`config.mk`:
```
export PLATFORM = sky130hd
export DESIGN_NAME = weight_read_sequencer
export DESIGN_NICKNAME = d
export VERILOG_FILES = /design/src/rtl/weight_read_sequencer.sv
export SDC_FILE = /design/constraint.sdc
export NUM_CORES = 1
export LEC_CHECK = 0
export BUFFER_PORTS_ARGS = -buffer_cell sky130_fd_sc_hd__buf_2
export CORE_ASPECT_RATIO = 1.75
export CORE_MARGIN = 2
export CORE_UTILIZATION = 45
export CTS_CLUSTER_DIAMETER = 50
export CTS_CLUSTER_SIZE = 16
export DETAILED_ROUTE_END_ITERATION = 10
export PLACE_DENSITY = 0.78
export SYNTH_ARGS = -nofsm -noshare
export SYNTH_HDL_FRONTEND = slang
export SYNTH_SLANG_ARGS = --single-unit
```
`constraint.sdc`:
```
create_clock -name clk -period 3.9 [get_ports clk]
set_input_delay 0.585 -clock clk [delete_from_list [all_inputs] [get_ports clk]]
set_output_delay 0.585 -clock clk [all_outputs]
set_load 0.02 [all_outputs]
```
`src/rtl/weight_read_sequencer.sv`:
```
// Weight-read sequencer: pairs each accepted input feature with the weight fetched
// from the neuron's 1-cycle-latency weight BRAM, and flags/finishes the fan-in pass.
module weight_read_sequencer #(
    parameter int addressWidth = 10,
    parameter int dataWidth    = 16,
    parameter int numWeight    = 784
) (
    input  logic                    clk,
    input  logic                    rst_n,
    input  logic                    start,
    input  logic                    abort,
    input  logic                    in_valid,
    input  logic [dataWidth-1:0]    in_data,
    output logic                    in_ready,
    output logic                    ren,
    output logic [addressWidth:0]   raddr,
    input  logic [dataWidth-1:0]    wout,
    output logic                    pair_valid,
    output logic [dataWidth-1:0]    pair_x,
    output logic [dataWidth-1:0]    pair_w,
    output logic                    pair_last,
    output logic                    busy,
    output logic                    done
);

    localparam int AW1 = addressWidth + 1;
    localparam logic [AW1-1:0] LAST_ADDR = AW1'(numWeight - 1);

    typedef enum logic [1:0] {
        S_IDLE  = 2'd0,
        S_RUN   = 2'd1,
        S_DRAIN = 2'd2,
        S_DONE  = 2'd3
    } state_t;

    state_t                 state_q, state_d;
    logic [AW1-1:0]         addr_q, addr_d;

    logic                   s1_vld_q, s1_vld_d;
    logic [dataWidth-1:0]   s1_x_q, s1_x_d;
    logic                   s1_last_q, s1_last_d;

    logic                   pair_valid_q, pair_valid_d;
    logic [dataWidth-1:0]   pair_x_q, pair_x_d;
    logic [dataWidth-1:0]   pair_w_q, pair_w_d;
    logic                   pair_last_q, pair_last_d;

    logic                   ready_c;
    logic                   accept_c;

    always_comb begin
        state_d      = state_q;
        addr_d       = addr_q;
        ready_c      = 1'b0;
        accept_c     = 1'b0;
        // Stage 1 only holds a valid beat in the cycle right after an accept.
        s1_vld_d     = 1'b0;
        s1_x_d       = s1_x_q;
        s1_last_d    = 1'b0;
        // Stage 2 lines the feature up with the BRAM data that arrives one cycle after ren.
        pair_valid_d = s1_vld_q;
        pair_x_d     = s1_x_q;
        pair_w_d     = wout;
        pair_last_d  = s1_last_q;

        if (abort) begin
            state_d      = S_IDLE;
            addr_d       = '0;
            pair_valid_d = 1'b0;
            pair_last_d  = 1'b0;
        end else begin
            unique case (state_q)
                S_IDLE: begin
                    if (start) begin
                        state_d = S_RUN;
                        addr_d  = '0;
                    end
                end
                S_RUN: begin
                    ready_c  = 1'b1;
                    accept_c = in_valid;
                    if (in_valid) begin
                        addr_d    = addr_q + AW1'(1);
                        s1_vld_d  = 1'b1;
                        s1_x_d    = in_data;
                        s1_last_d = (addr_q == LAST_ADDR);
                        if (addr_q == LAST_ADDR) begin
                            state_d = S_DRAIN;
                        end
                    end
                end
                S_DRAIN: begin
                    if (pair_valid_q && pair_last_q) begin
                        state_d = S_DONE;
                    end
                end
                S_DONE: begin
                    state_d = S_IDLE;
                end
                default: begin
                    state_d = S_IDLE;
                end
            endcase
        end
    end

    always_ff @(posedge clk or negedge rst_n) begin
        if (!rst_n) begin
            state_q      <= S_IDLE;
            addr_q       <= '0;
            s1_vld_q     <= 1'b0;
            s1_x_q       <= '0;
            s1_last_q    <= 1'b0;
            pair_valid_q <= 1'b0;
            pair_x_q     <= '0;
            pair_w_q     <= '0;
            pair_last_q  <= 1'b0;
        end else begin
            state_q      <= state_d;
            addr_q       <= addr_d;
            s1_vld_q     <= s1_vld_d;
            s1_x_q       <= s1_x_d;
            s1_last_q    <= s1_last_d;
            pair_valid_q <= pair_valid_d;
            pair_x_q     <= pair_x_d;
            pair_w_q     <= pair_w_d;
            pair_last_q  <= pair_last_d;
        end
    end

    assign in_ready   = ready_c;
    assign ren        = accept_c;
    assign raddr      = addr_q;
    assign pair_valid = pair_valid_q;
    assign pair_x     = pair_x_q;
    assign pair_w     = pair_w_q;
    assign pair_last  = pair_last_q;
    assign busy       = (state_q == S_RUN) || (state_q == S_DRAIN);
    assign done       = (state_q == S_DONE);

endmodule

```
---- After elaboration in Yosys (flattened, before gate mapping) ----
Index checks and enable logic that the tools add are counted.
operators by class
  bitwise gates (word level) .............. 1
  add/subtract/negate cells ............... 1
  equality and inequality tests ........... 8
  shift-type cells ........................ 0
  mux-type cells .......................... 22
  reduce and logical (&&, ||, !) cells .... 7
  $mul .................................... 0
  magnitude comparators ................... 0
  div/mod/pow operators ................... 0
operators by type and width
  kind                                                                      count
  11-bit two-way mux                                                        3
  11-bit case mux with 2 select lines                                       1
  1-bit two-way mux                                                         12
  3-bit inequality test (second input constant)                             4
  11-bit by 1-bit adder with 11-bit output (second input constant)          1
  11-bit by 10-bit equality test with 1-bit output (second input constant)  1
  2-bit two-way mux                                                         5
  2-bit case mux with 4 select lines                                        1
  3-bit AND reduction                                                       2
  2-bit equality test (second input constant)                               2
  4-bit AND reduction                                                       1
  3-bit nonzero test                                                        1
  2-bit by 1-bit equality test with 1-bit output (second input constant)    1
  2-bit logical NOT                                                         1
  1-bit logical AND                                                         1
  1-bit logical OR                                                          1
  1-bit NOT                                                                 1
word-level totals
  bits in writable memories ............... 0
  output and inout port bits .............. 49
  memory bits (read-only) ................. 0
  memories kept ........................... 0
  input port bits ......................... 37
  latch bits .............................. 0
  register bits ........................... 65

---- Logic depth before layout (Yosys ltp) ----
Gate-level depths: netlist of run 1.
  word-level depth ........................ 5
  depth in mapped cells ................... 7
  gate-level depth less buffers ........... 6

---- Worst setup path before layout of run 1 ----
Ideal clock, no wire load.
  path type ............................... register to output
  start point ............................. register state_q[1]
  end point ............................... output ren
  path slack .............................. 1619 ps
  arrival ................................. 1696 ps
  required time ........................... 3315 ps
  cell stages (with the launch flop) ...... 8
  path through ............................ dfrtp_1 > inv_1 > ha_1 > nand2b_1 > inv_2 > nand2_1 > clkbuf_1 > inv_1
between the ends
  longest elaborated chain between the ends .. 3
RTL lines
  what                                            line  text
  start, declared                                 36    state_t state_q, state_d;
  start signal, assigned                          119   state_q <= state_d;
  2-bit by 1-bit equality test with 1-bit output  72    unique case (state_q)
  1-bit two-way mux                               72
  1-bit two-way mux                               66    if (abort) begin
  end, declared                                   15    output logic ren,
No other way between the ends.

---- Worst setup path after layout of run 1 ----
Ends and elaborated chain as after synthesis.

==> run_results.csv, run 1 <==
group,metric,value,unit
run,drv.max_cap_violation_count,0,
floorplanning,start_util,0.467,
layout,areaGrowthSynthToFinish,31.2,%
timing,fmax,435,MHz
floorplanning,die_h,99.1,microns
timing,slew_headroom,0.407,
outcome,status,"complete, no violations",
floorplanning,die_area,0.00578,sq mm
timing,tightestPinTransition,885,ps
global_route,groute.usage.overall,0.181,
worst_setup_path,endpoint_kind,"output pin",
timing,period_minus_slack,2300,ps
route,wl,4660,microns
clocking,cts_setup_buffers,0,
route,drc_errors,0,
yosys,ys_warn_count,0,
yosys,synth.largest_area_cell,"dfrtp_1",
clocking,htreeDepth,3,
clocking,cts_tree,"yes",
global_route,grt_pass1_wl,7640,microns
clocking,cts_resized,0,
yosys,syn-num-nets,205,
route,drt_iter0_drc,46,
timing,finClkSkew,8.34,ps
yosys,synth-seq-area-share,0.700,
yosys,synth_top_area_frac,0.700,
placement,gp_congestion,0.777,
worst_setup_path,crit_path_start_kind,"flip-flop",
worst_setup_path,path_max_fanout,7,
global_route,grt_pass1_vias,1674,
clocking,max-clock-path-buffers,2,
clocking,cts.sinks,65,
layout,nets,300,
yosys,synth.distinct_cells,31,
worst_setup_path,r2r_end,"raddr[8]",
global_route,grt-ovfl-total,0,
floorplanning,pin_count,86,
power_and_ir_drop,irDropWorstVdd,0.460,mV
timing,setup-violations-final,0,
worst_setup_path,cp.arrival,1710,ps
floorplanning,fp.dieW,58.3,microns
timing,final-max-slew-violation-count,0,
global_route,grt_start_max_net_pins,39,
route,final_antenna_net_count,0,
floorplanning,core-area,0.00498,sq mm
layout,antenna_cells,0,
yosys,ys_top_cells_by_area,"dfrtp_1, mux2_2, ha_1",
placement,hpwl,3450,microns
power_and_ir_drop,powerDensity,687,mW/mm^2
route,routedWlPerCell,14.7,microns
timing,rsz0062_at_grt,"false",
worst_setup_path,ff2ff_path_depth,6,
placement,placed_cells,301,
worst_setup_path,r2r-start,"state_q[1]",
yosys,ys_seq_elements,65,
clocking,clkLatencyLatePin,330,ps
floorplanning,rows,34,
worst_setup_path,worstSetupPathType,"reg -> out",
global_route,grt_antenna_before_repair,0,
route,vias,1606,
worst_hold_path,hold_class,"in -> async",
worst_setup_path,r2r_slack,1660,ps
layout,layout.cells.non_filler,317,
timing,final-hold-violation-count,0,
yosys,postSynthAreaPerCell,14.3,sq um
placement,portBuffers,85,
layout,drive_gt1_frac,0.468,
clocking,cts_root_buffer,"clkbuf_8",
clocking,clk_pin_slew,70,ps
route,drt_first_pass_iters,4,
power_and_ir_drop,p_leak,1.55,nW
yosys,netlist_instances,163,
timing,post-route-period-util,0.589,
yosys,netlist_area,0.00232,sq mm
worst_setup_path,cp.required,3310,ps
clocking,cts_hold_buf,0,
clocking,cts_buffers,9,
timing,tns,0,ps
route,via_per_inst,5.07,
layout by cell type, fill, tap and decap left out, types with 3 or more instances in the layout:
master | synthesis | routed
nand2b_1 | 5 | 5
o31ai_1 | 3 | 3
nor2_1 | 6 | 6
clkbuf_8 | 0 | 10
inv_1 | 3 | 3
or3_1 | 5 | 5
nand3_1 | 6 | 6
nand2_1 | 11 | 11
mux2i_1 | 3 | 3
o21ai_0 | 6 | 6
dfrtp_1 | 65 | 65
mux2_2 | 16 | 16
ha_1 | 5 | 5
buf_2 | 0 | 85
sequential cells by signal, indices dropped and copies added, names as in the netlist:
signal      cells
s1_last_q       1
pair_x         16
state_q         2
pair_x_d       16
raddr          11
pair_last       1
pair_w         16
s1_vld_q        1
pair_valid      1
report_power, final:
group | leakage, nW | switching, mW | internal, mW
Clock | 0.113 | 0.251 | 0.379
Combinational | 0.631 | 0.320 | 0.214
Sequential | 0.808 | 0.0722 | 0.859
Total | 1.55 | 0.644 | 1.45
worst max-delay path: stages (launching register included):
cell	delay [ps]
dfrtp_1	410
inv_1	90
ha_1	280
nand2b_1	170
inv_2	110
nand2_1	80
inv_1	70
buf_2	160
per-stage QoR:
stage	util	area [sq um]	hold WS, ps	power [mW]	setup slack [ps]
after floorplan	-	2320	289	1.29	1620
after global placement	0.567	2820	353	1.46	1740
after detailed placement	0.567	2820	359	1.49	1630
after CTS	0.612	3050	266	2.13	1560
after global routing	0.612	3050	294	2.21	1430
final	0.612	3050	257	2.10	1600
worst max path at each step:
stage | start | end | slack (ps) | cells after the start
5_1_grt | state_q[1] | ren | 1430 | 7
2_1_floorplan | state_q[1] | ren | 1620 | 7
3_3_place_gp | raddr[5] | state_q[0] | 1740 | 4
4_1_cts | state_q[1] | ren | 1560 | 7
3_5_place_dp | state_q[1] | raddr[8] | 1630 | 6
6_report | state_q[1] | ren | 1600 | 7
synthesized netlist by cell type:
library cell,n
nor2_1,6
o31ai_1,3
inv_2,1
a21boi_0,1
and3_1,2
nand4_1,2
mux2i_1,3
mux2_1,1
nor2b_1,2
nand3_1,6
a21boi_1,2
nor4_1,2
nand2b_1,5
or4_4,1
a31oi_1,2
or3_1,5
nand4b_1,1
and3b_1,1
or2_2,1
o21ai_0,6
a21oi_1,2
dfrtp_1,65
mux2_2,16
nand2_1,11
a221oi_2,1
o311ai_0,1
clkbuf_1,3
ha_1,5
o41ai_1,1
inv_1,3
or4_1,2
cells by family (layout without fill, tap and decap cells):
group                      count (synthesis)  count (layout)  synth area share
AOI/OAI and AO/OA                         19              19            0.0560
adders and majority gates                  5               5            0.0269
DFF                                       65              65             0.700
buffers and inverters                      7             107            0.0113
muxes                                     20              20            0.0953
and+or+nand+nor                           47              47             0.110
final cells by class:
type	count	area, sq um
Clock buffer	10	138
Clock inverter	6	90.1
Fill cell	424	1930
Inverter	4	15.0
Multi-Input combinational cell	91	671
Sequential cell	65	1630
Tap cell	54	67.6
Timing Repair Buffer	87	440
layer usage:
metal,vias to the layer above,GRT usage,wire length (microns)
li1,768,-,-
met1,785,0.182,1640
met2,45,0.313,2690
met3,8,0.0538,231
met4,0,0.113,94
met5,-,0,0
No activity file was read; power rests on OpenSTA's default activity.
==> inputs of run 2 (changes only) <==
--- a/config.mk
+++ b/config.mk
@@ -8,7 +8,7 @@
 export BUFFER_PORTS_ARGS = -buffer_cell sky130_fd_sc_hd__buf_2
 export CORE_ASPECT_RATIO = 1.75
 export CORE_MARGIN = 2
-export CORE_UTILIZATION = 45
+export CORE_UTILIZATION = 43
 export CTS_CLUSTER_DIAMETER = 50
 export CTS_CLUSTER_SIZE = 16
 export DETAILED_ROUTE_END_ITERATION = 10
==> constraint.sdc (replaced) <==
create_clock -name clk -period 1.98 [get_ports clk]
set_input_delay 0.297 -clock clk [delete_from_list [all_inputs] [get_ports clk]]
set_output_delay 0.297 -clock clk [all_outputs]
set_load 0.02 [all_outputs]
==> run 2 against run 1 <==
  * The run now ends with setup timing left
  * Worst hold slack got worse by 200 ps
  * Register-to-register slack got worse by 1800 ps
  * Count of clock-buffer cells in the layout did not move
  * Final cell count rose by 5.7%
  * Clock skew fell by 1.1 ps
  * Combinational power rose by 130%
  * Setup slack got worse by 1700 ps
  * Critical endpoint is now state_q[0]
  * Highest routed layer unchanged
==> run_results.csv, run 2 (same netlist as run 1, synthesis figures left out) <==
group,metric,value,unit
outcome,status,"complete, but fails checks",
outcome,failed_checks,"setup timing",
placement,portBuffers,85,
layout,nets,317,
clocking,clk_pin_slew,80,ps
floorplanning,rows,35,
layout,final_common_cell,"buf_2",
route,drt_first_pass_iters,5,
timing,whs,56.0,ps
placement,hpwl,3580,microns
route,drc_errors,0,
global_route,grt_pass1_vias,1679,
global_route,grt_pass1_wl,7760,microns
clocking,cts_buffers,9,
global_route,groute.usage.overall,0.178,
worst_setup_path,worstSetupPathType,"reg -> reg",
timing,rsz0062_at_grt,"true",
worst_hold_path,whs_path_depth,1,
timing,setup-violations-final,2,
route,via_per_inst,5.04,
floorplanning,die_h,101,microns
worst_setup_path,cp.required,2210,ps
global_route,grt_antenna_before_repair,0,
run,drv.max_cap_violation_count,0,
timing,final-hold-violation-count,0,
timing,post-route-period-util,1.07,
global_route,grtUsageMet2,0.303,
placement,gp_congestion,0.798,
global_route,use_met1,0.190,
route,drt_iter0_drc,60,
worst_setup_path,path_max_fanout,2,
floorplanning,start_util,0.442,
timing,fmax,472,MHz
power_and_ir_drop,irDropWorstVdd,0.791,mV
global_route,grt_start_max_net_pins,35,
route,final_antenna_net_count,0,
floorplanning,fp.dieW,59.6,microns
global_route,top_usage_layer,"met2",
worst_setup_path,cp.arrival,2350,ps
floorplanning,core-area,0.00526,sq mm
route,routedWlPerCell,14.3,microns
timing,period_minus_slack,2120,ps
clocking,htreeDepth,3,
layout,antenna_cells,0,
worst_setup_path,endpoint_kind,"flip-flop",
layout,final_core_util,0.612,
clocking,clkLatencyLatePin,340,ps
route,wl,4790,microns
clocking,cts_root_buffer,"clkbuf_8",
route,vias,1687,
power_and_ir_drop,powerDensity,1280,mW/mm^2
timing,finClkSkew,7.24,ps
timing,tns,-235,ps
worst_setup_path,crit_path_start_kind,"flip-flop",
timing,final-max-slew-violation-count,0,
global_route,grt-ovfl-total,0,
timing,slew_headroom,0.621,
floorplanning,die_area,0.00603,sq mm
power_and_ir_drop,p_leak,1.63,nW
placement,place_ws,-120,ps
global_route,use_met3,0.0664,
clocking,max-clock-path-buffers,2,
layout,layout_common_cells,"buf_2, dfrtp_1, mux2_2, buf_4",
worst_hold_path,hold_class,"in -> reg",
timing,setup_ws,-139,ps
layout,areaGrowthSynthToFinish,38.4,%
floorplanning,pin_count,86,
timing,tightestPinTransition,568,ps
layout,fillers,447,
clocking,cts.sinks,65,
layout,drive_gt1_frac,0.532,
clocking,cts_tree,"yes",
worst_setup_path,ff2ff_path_depth,4,
[run 2: changes by cell type in the layout (fill, tap and decap cells not counted), sizes merged]
cell and change:
buf +16, bufinv -2, dlygate4sd3 +1, inv +2
[run 2: report_power, final]
part	internal (mW)	switching, mW
logic	0.549	0.685
registers	1.69	0.150
clock network	0.505	0.524
[run 2: what timing repair did]
item                                    in CTS  in global routing
endpoints found under the hold margin       22                  0
endpoints found under the setup margin       3                  4
gates resized for setup                      5                  7
pin swaps                                    0                  1
hold buffers                                 1                  0
buffers inserted                             1                  1
[run 2: final cells by class]
| type | count | area (sq um) | area share |
|---|---|---|---|
| sequential | 65 | 1630 | 0.507 |
| multi-input combinational | 91 | 708 | 0.220 |
| timing repair buffer | 104 | 602 | 0.187 |
| clock buffer | 10 | 138 | 0.0428 |
| tap | 55 | 68.8 | 0.0214 |
| clock inverter | 6 | 50.0 | 0.0156 |
| inverter | 4 | 20.0 | 0.00622 |
[run 2: metal layers]
| layer | wire length (microns) | share of wire |
|---|---|---|
| met1 | 1690 | 0.35 |
| met2 | 2730 | 0.57 |
| met3 | 252 | 0.053 |
| met4 | 112 | 0.023 |
| met5 | 0 | 0 |
[run 2: metrics by stage]
| step | instance area, sq um | power, mW | cells |
|---|---|---|---|
| finish | 3220 | 4.10 | 335 |
| global route | 3220 | 4.33 | 335 |
| CTS | 3200 | 4.13 | 334 |
| detailed placement | 2970 | 3.05 | 316 |
| global placement | 2970 | 3.00 | 316 |
| floorplan | 2340 | 2.58 | 163 |
[run 2: critical path: stages (launching register included)]
cell	delay, ps
dfrtp_2	400
or4_1	520
or4_4	450
a221oi_4	310
mux2_4	330
[run 2: final timing paths]
check | from | to | slack (ps)
worst max register to register | raddr[7] | state_q[0] | -140
max in group asynchronous | rst_n | pair_x[15] | 920
min in group asynchronous | rst_n | pair_x_d[13] | 480
worst min register to register | pair_x_d[3] | pair_x[3] | 370
worst max-delay path | raddr[7] | state_q[0] | -140
worst min-delay path | wout[4] | pair_w[4] | 60
==> inputs of run 3 (changes only) <==
--- a/config.mk
+++ b/config.mk
@@ -6,9 +6,11 @@
 export NUM_CORES = 1
 export LEC_CHECK = 0
 export BUFFER_PORTS_ARGS = -buffer_cell sky130_fd_sc_hd__buf_2
+export CELL_PAD_IN_SITES_DETAIL_PLACEMENT = 1
+export CELL_PAD_IN_SITES_GLOBAL_PLACEMENT = 1
 export CORE_ASPECT_RATIO = 1.75
 export CORE_MARGIN = 2
-export CORE_UTILIZATION = 43
+export CORE_UTILIZATION = 34
 export CTS_CLUSTER_DIAMETER = 50
 export CTS_CLUSTER_SIZE = 16
 export DETAILED_ROUTE_END_ITERATION = 10
==> run 3 against run 2 <==
  * The run still ends with setup timing left
  * First-iteration DRC count fell by 30%
  * Setup slack lost 2.8 ps
  * Highest routed layer unchanged
  * Sequential share of layout area shrank 2.7 points
  * Count of clock-buffer cells in the layout unchanged
  * Die area increased by 25%
  * Combinational power about the same
  * Utilization fell by 9.6 points
  * Clock power increased by 64%
  * Wire length up 23%
  * Via count grew 3.3%
  * Power grew 16%
  * Clock skew down 2.8 ps
==> run_results.csv, run 3 (same netlist as run 1, synthesis figures left out) <==
group,metric,value,unit
global_route,grt-ovfl-total,0,
worst_setup_path,worst_path_most_repeated_cell,"or4_4",
global_route,grt_pass1_vias,1883,
worst_setup_path,cp.arrival,2330,ps
worst_hold_path,hold_path_end,"pair_w[1]",
power_and_ir_drop,p_leak,1.71,nW
floorplanning,fp.dieW,66.5,microns
layout,regArea,0.00163,sq mm
worst_setup_path,r2r_end,"state_q[0]",
layout,areaGrowthSynthToFinish,46.3,%
layout,layout_common_cells,"buf_2, dfrtp_1, buf_4, mux2_2, nand2_1",
layout,antenna_cells,0,
route,final_antenna_net_count,0,
worst_setup_path,ff2ff_path_depth,4,
timing,fmax,471,MHz
power_and_ir_drop,p_int,3.35,mW
layout,fin_area,0.00340,sq mm
floorplanning,core-area,0.00659,sq mm
worst_setup_path,worstSetupPathType,"reg -> reg",
global_route,grt_start_max_net_pins,40,
route,wl,5870,microns
timing,whs,68.6,ps
placement,portBuffers,85,
clocking,max-clock-path-buffers,2,
route,drc_errors,0,
layout,multi_input_area,712,sq um
floorplanning,die_area,0.00754,sq mm
layout,drive_gt1_frac,0.530,
route,drt_first_pass_iters,4,
timing,final-hold-violation-count,0,
placement,hpwl,4350,microns
run,drv.max_cap_violation_count,0,
clocking,clkLatencyLatePin,330,ps
layout,nets,320,
timing,period_minus_slack,2120,ps
route,routedWlPerCell,16.1,microns
worst_setup_path,cp.required,2190,ps
floorplanning,pin_count,86,
global_route,grt_antenna_before_repair,0,
worst_setup_path,endpoint_kind,"flip-flop",
timing,final-max-slew-violation-count,0,
global_route,grt_pass1_wl,9160,microns
power_and_ir_drop,p_sw_frac,0.298,
power_and_ir_drop,p_switching,1.42,mW
placement,placed_area,0.00303,sq mm
timing,setup-violations-final,2,
route,drt_iter0_drc,42,
timing,slew_headroom,0.738,
power_and_ir_drop,powerDensity,1400,mW/mm^2
worst_hold_path,hold_class,"in -> reg",
timing,tightestPinTransition,392,ps
placement,gp_congestion,0.737,
layout,fillers,721,
outcome,failed_checks,"setup timing",
clocking,cts_tree,"yes",
clocking,cts_buffers,9,
worst_setup_path,r2r-start,"raddr[7]",
timing,setup_ws,-142,ps
worst_setup_path,slowest_stage,"or4_4",
worst_setup_path,crit_chain,"or4_4, or4_4, a221oi_4, mux2_4",
power_and_ir_drop,pwr-share-comb,0.262,
floorplanning,die_h,113,microns
clocking,cts.sinks,65,
worst_hold_path,worstHoldStart,"wout[1]",
clocking,clk_pin_slew,60,ps
floorplanning,rows,39,
power_and_ir_drop,power_frac_seq,0.385,
timing,rsz0062_at_grt,"true",
layout,final_common_cell,"buf_2",
worst_setup_path,cpPeakStageDelay,520,ps
route,via_per_inst,4.77,
worst_setup_path,r2r_slack,-140,ps
power_and_ir_drop,irDropWorstVdd,0.922,mV
route,vias,1742,
worst_setup_path,path_max_fanout,2,
worst_hold_path,whs_path_depth,1,
clocking,htreeDepth,3,
outcome,status,"complete, but fails checks",
clocking,cts_root_buffer,"clkbuf_16",
timing,post-route-period-util,1.07,
worst_setup_path,crit_path_start_kind,"flip-flop",
timing,finClkSkew,4.43,ps
global_route,groute.usage.overall,0.169,
power_and_ir_drop,clkPwrFrac,0.353,
floorplanning,start_util,0.353,
## run 3: changes by cell type in the layout (fill, tap and decap cells not counted), moves of 2 or more
cell / before / now
inv_4: 2 / 0
bufinv_16: 0 / 2
buf_4: 16 / 19
inv_1: 0 / 2
clkbuf_16: 0 / 9
clkbuf_8: 10 / 0
## run 3: what timing repair did
item	CTS	global route
gates resized for setup	3	5
hold buffers	1	0
hold endpoints to repair	39	0
setup endpoints to repair	3	4
buffers inserted	1	0
pin swaps	0	1
gates cloned	0	0
## run 3: layer usage
metal | GRT usage | part of all wire | up-vias
met2 | 0.307 | 0.59 | 52
met4 | 0.0871 | 0.021 | 0
met3 | 0.0577 | 0.049 | 10
li1 | - | - | 802
met5 | 0 | 0 | -
met1 | 0.162 | 0.34 | 878
## run 3: stage by stage
step           worst slack (ps)  TNS [ps]  std cells  total power, mW  utilization
2_1_floorplan              -180      -193        163             2.58            -
3_3_place_gp              -99.3      -148        347             3.04        0.460
3_5_place_dp               -142      -266        347             3.10        0.460
4_1_cts                    -139      -266        365             4.82        0.514
5_1_grt                    -225      -437        365             4.99        0.516
6_report                   -142      -255        365             4.77        0.516
## run 3: power by group through the flow
stage / combinational (mW) / clock [mW] / sequential, mW
final: 1.25 / 1.69 / 1.84
after global routing: 1.34 / 1.77 / 1.88
after CTS: 1.26 / 1.72 / 1.84
after detailed placement: 1.24 / 0 / 1.86
after global placement: 1.20 / 0 / 1.83
after floorplan: 0.503 / 0 / 2.08
## run 3: final cells by class
type,count,share of cell area
clock buffer,10,0.0674
clock inverter,6,0.0269
inverter,4,0.00442
multi-input combinational,91,0.209
sequential,65,0.480
tap,82,0.0302
timing repair buffer,107,0.182
## run 3: worst max-delay path: cells and delay by family (launching register included)
kind / cells / cell delay [ps]
AOI/OAI and AO/OA: 1 / 310
DFF: 1 / 400
muxes: 1 / 320
and+or+nand+nor: 2 / 980
## run 3: how the worst max path moves through the flow
stage,end,from,cells after the start
detailed placement,state_q[0],raddr[7],4
global route,state_q[1],raddr[7],5
CTS,state_q[0],raddr[7],4
global placement,state_q[0],raddr[7],4
floorplan,state_q[0],raddr[7],4
finish,state_q[0],raddr[7],4
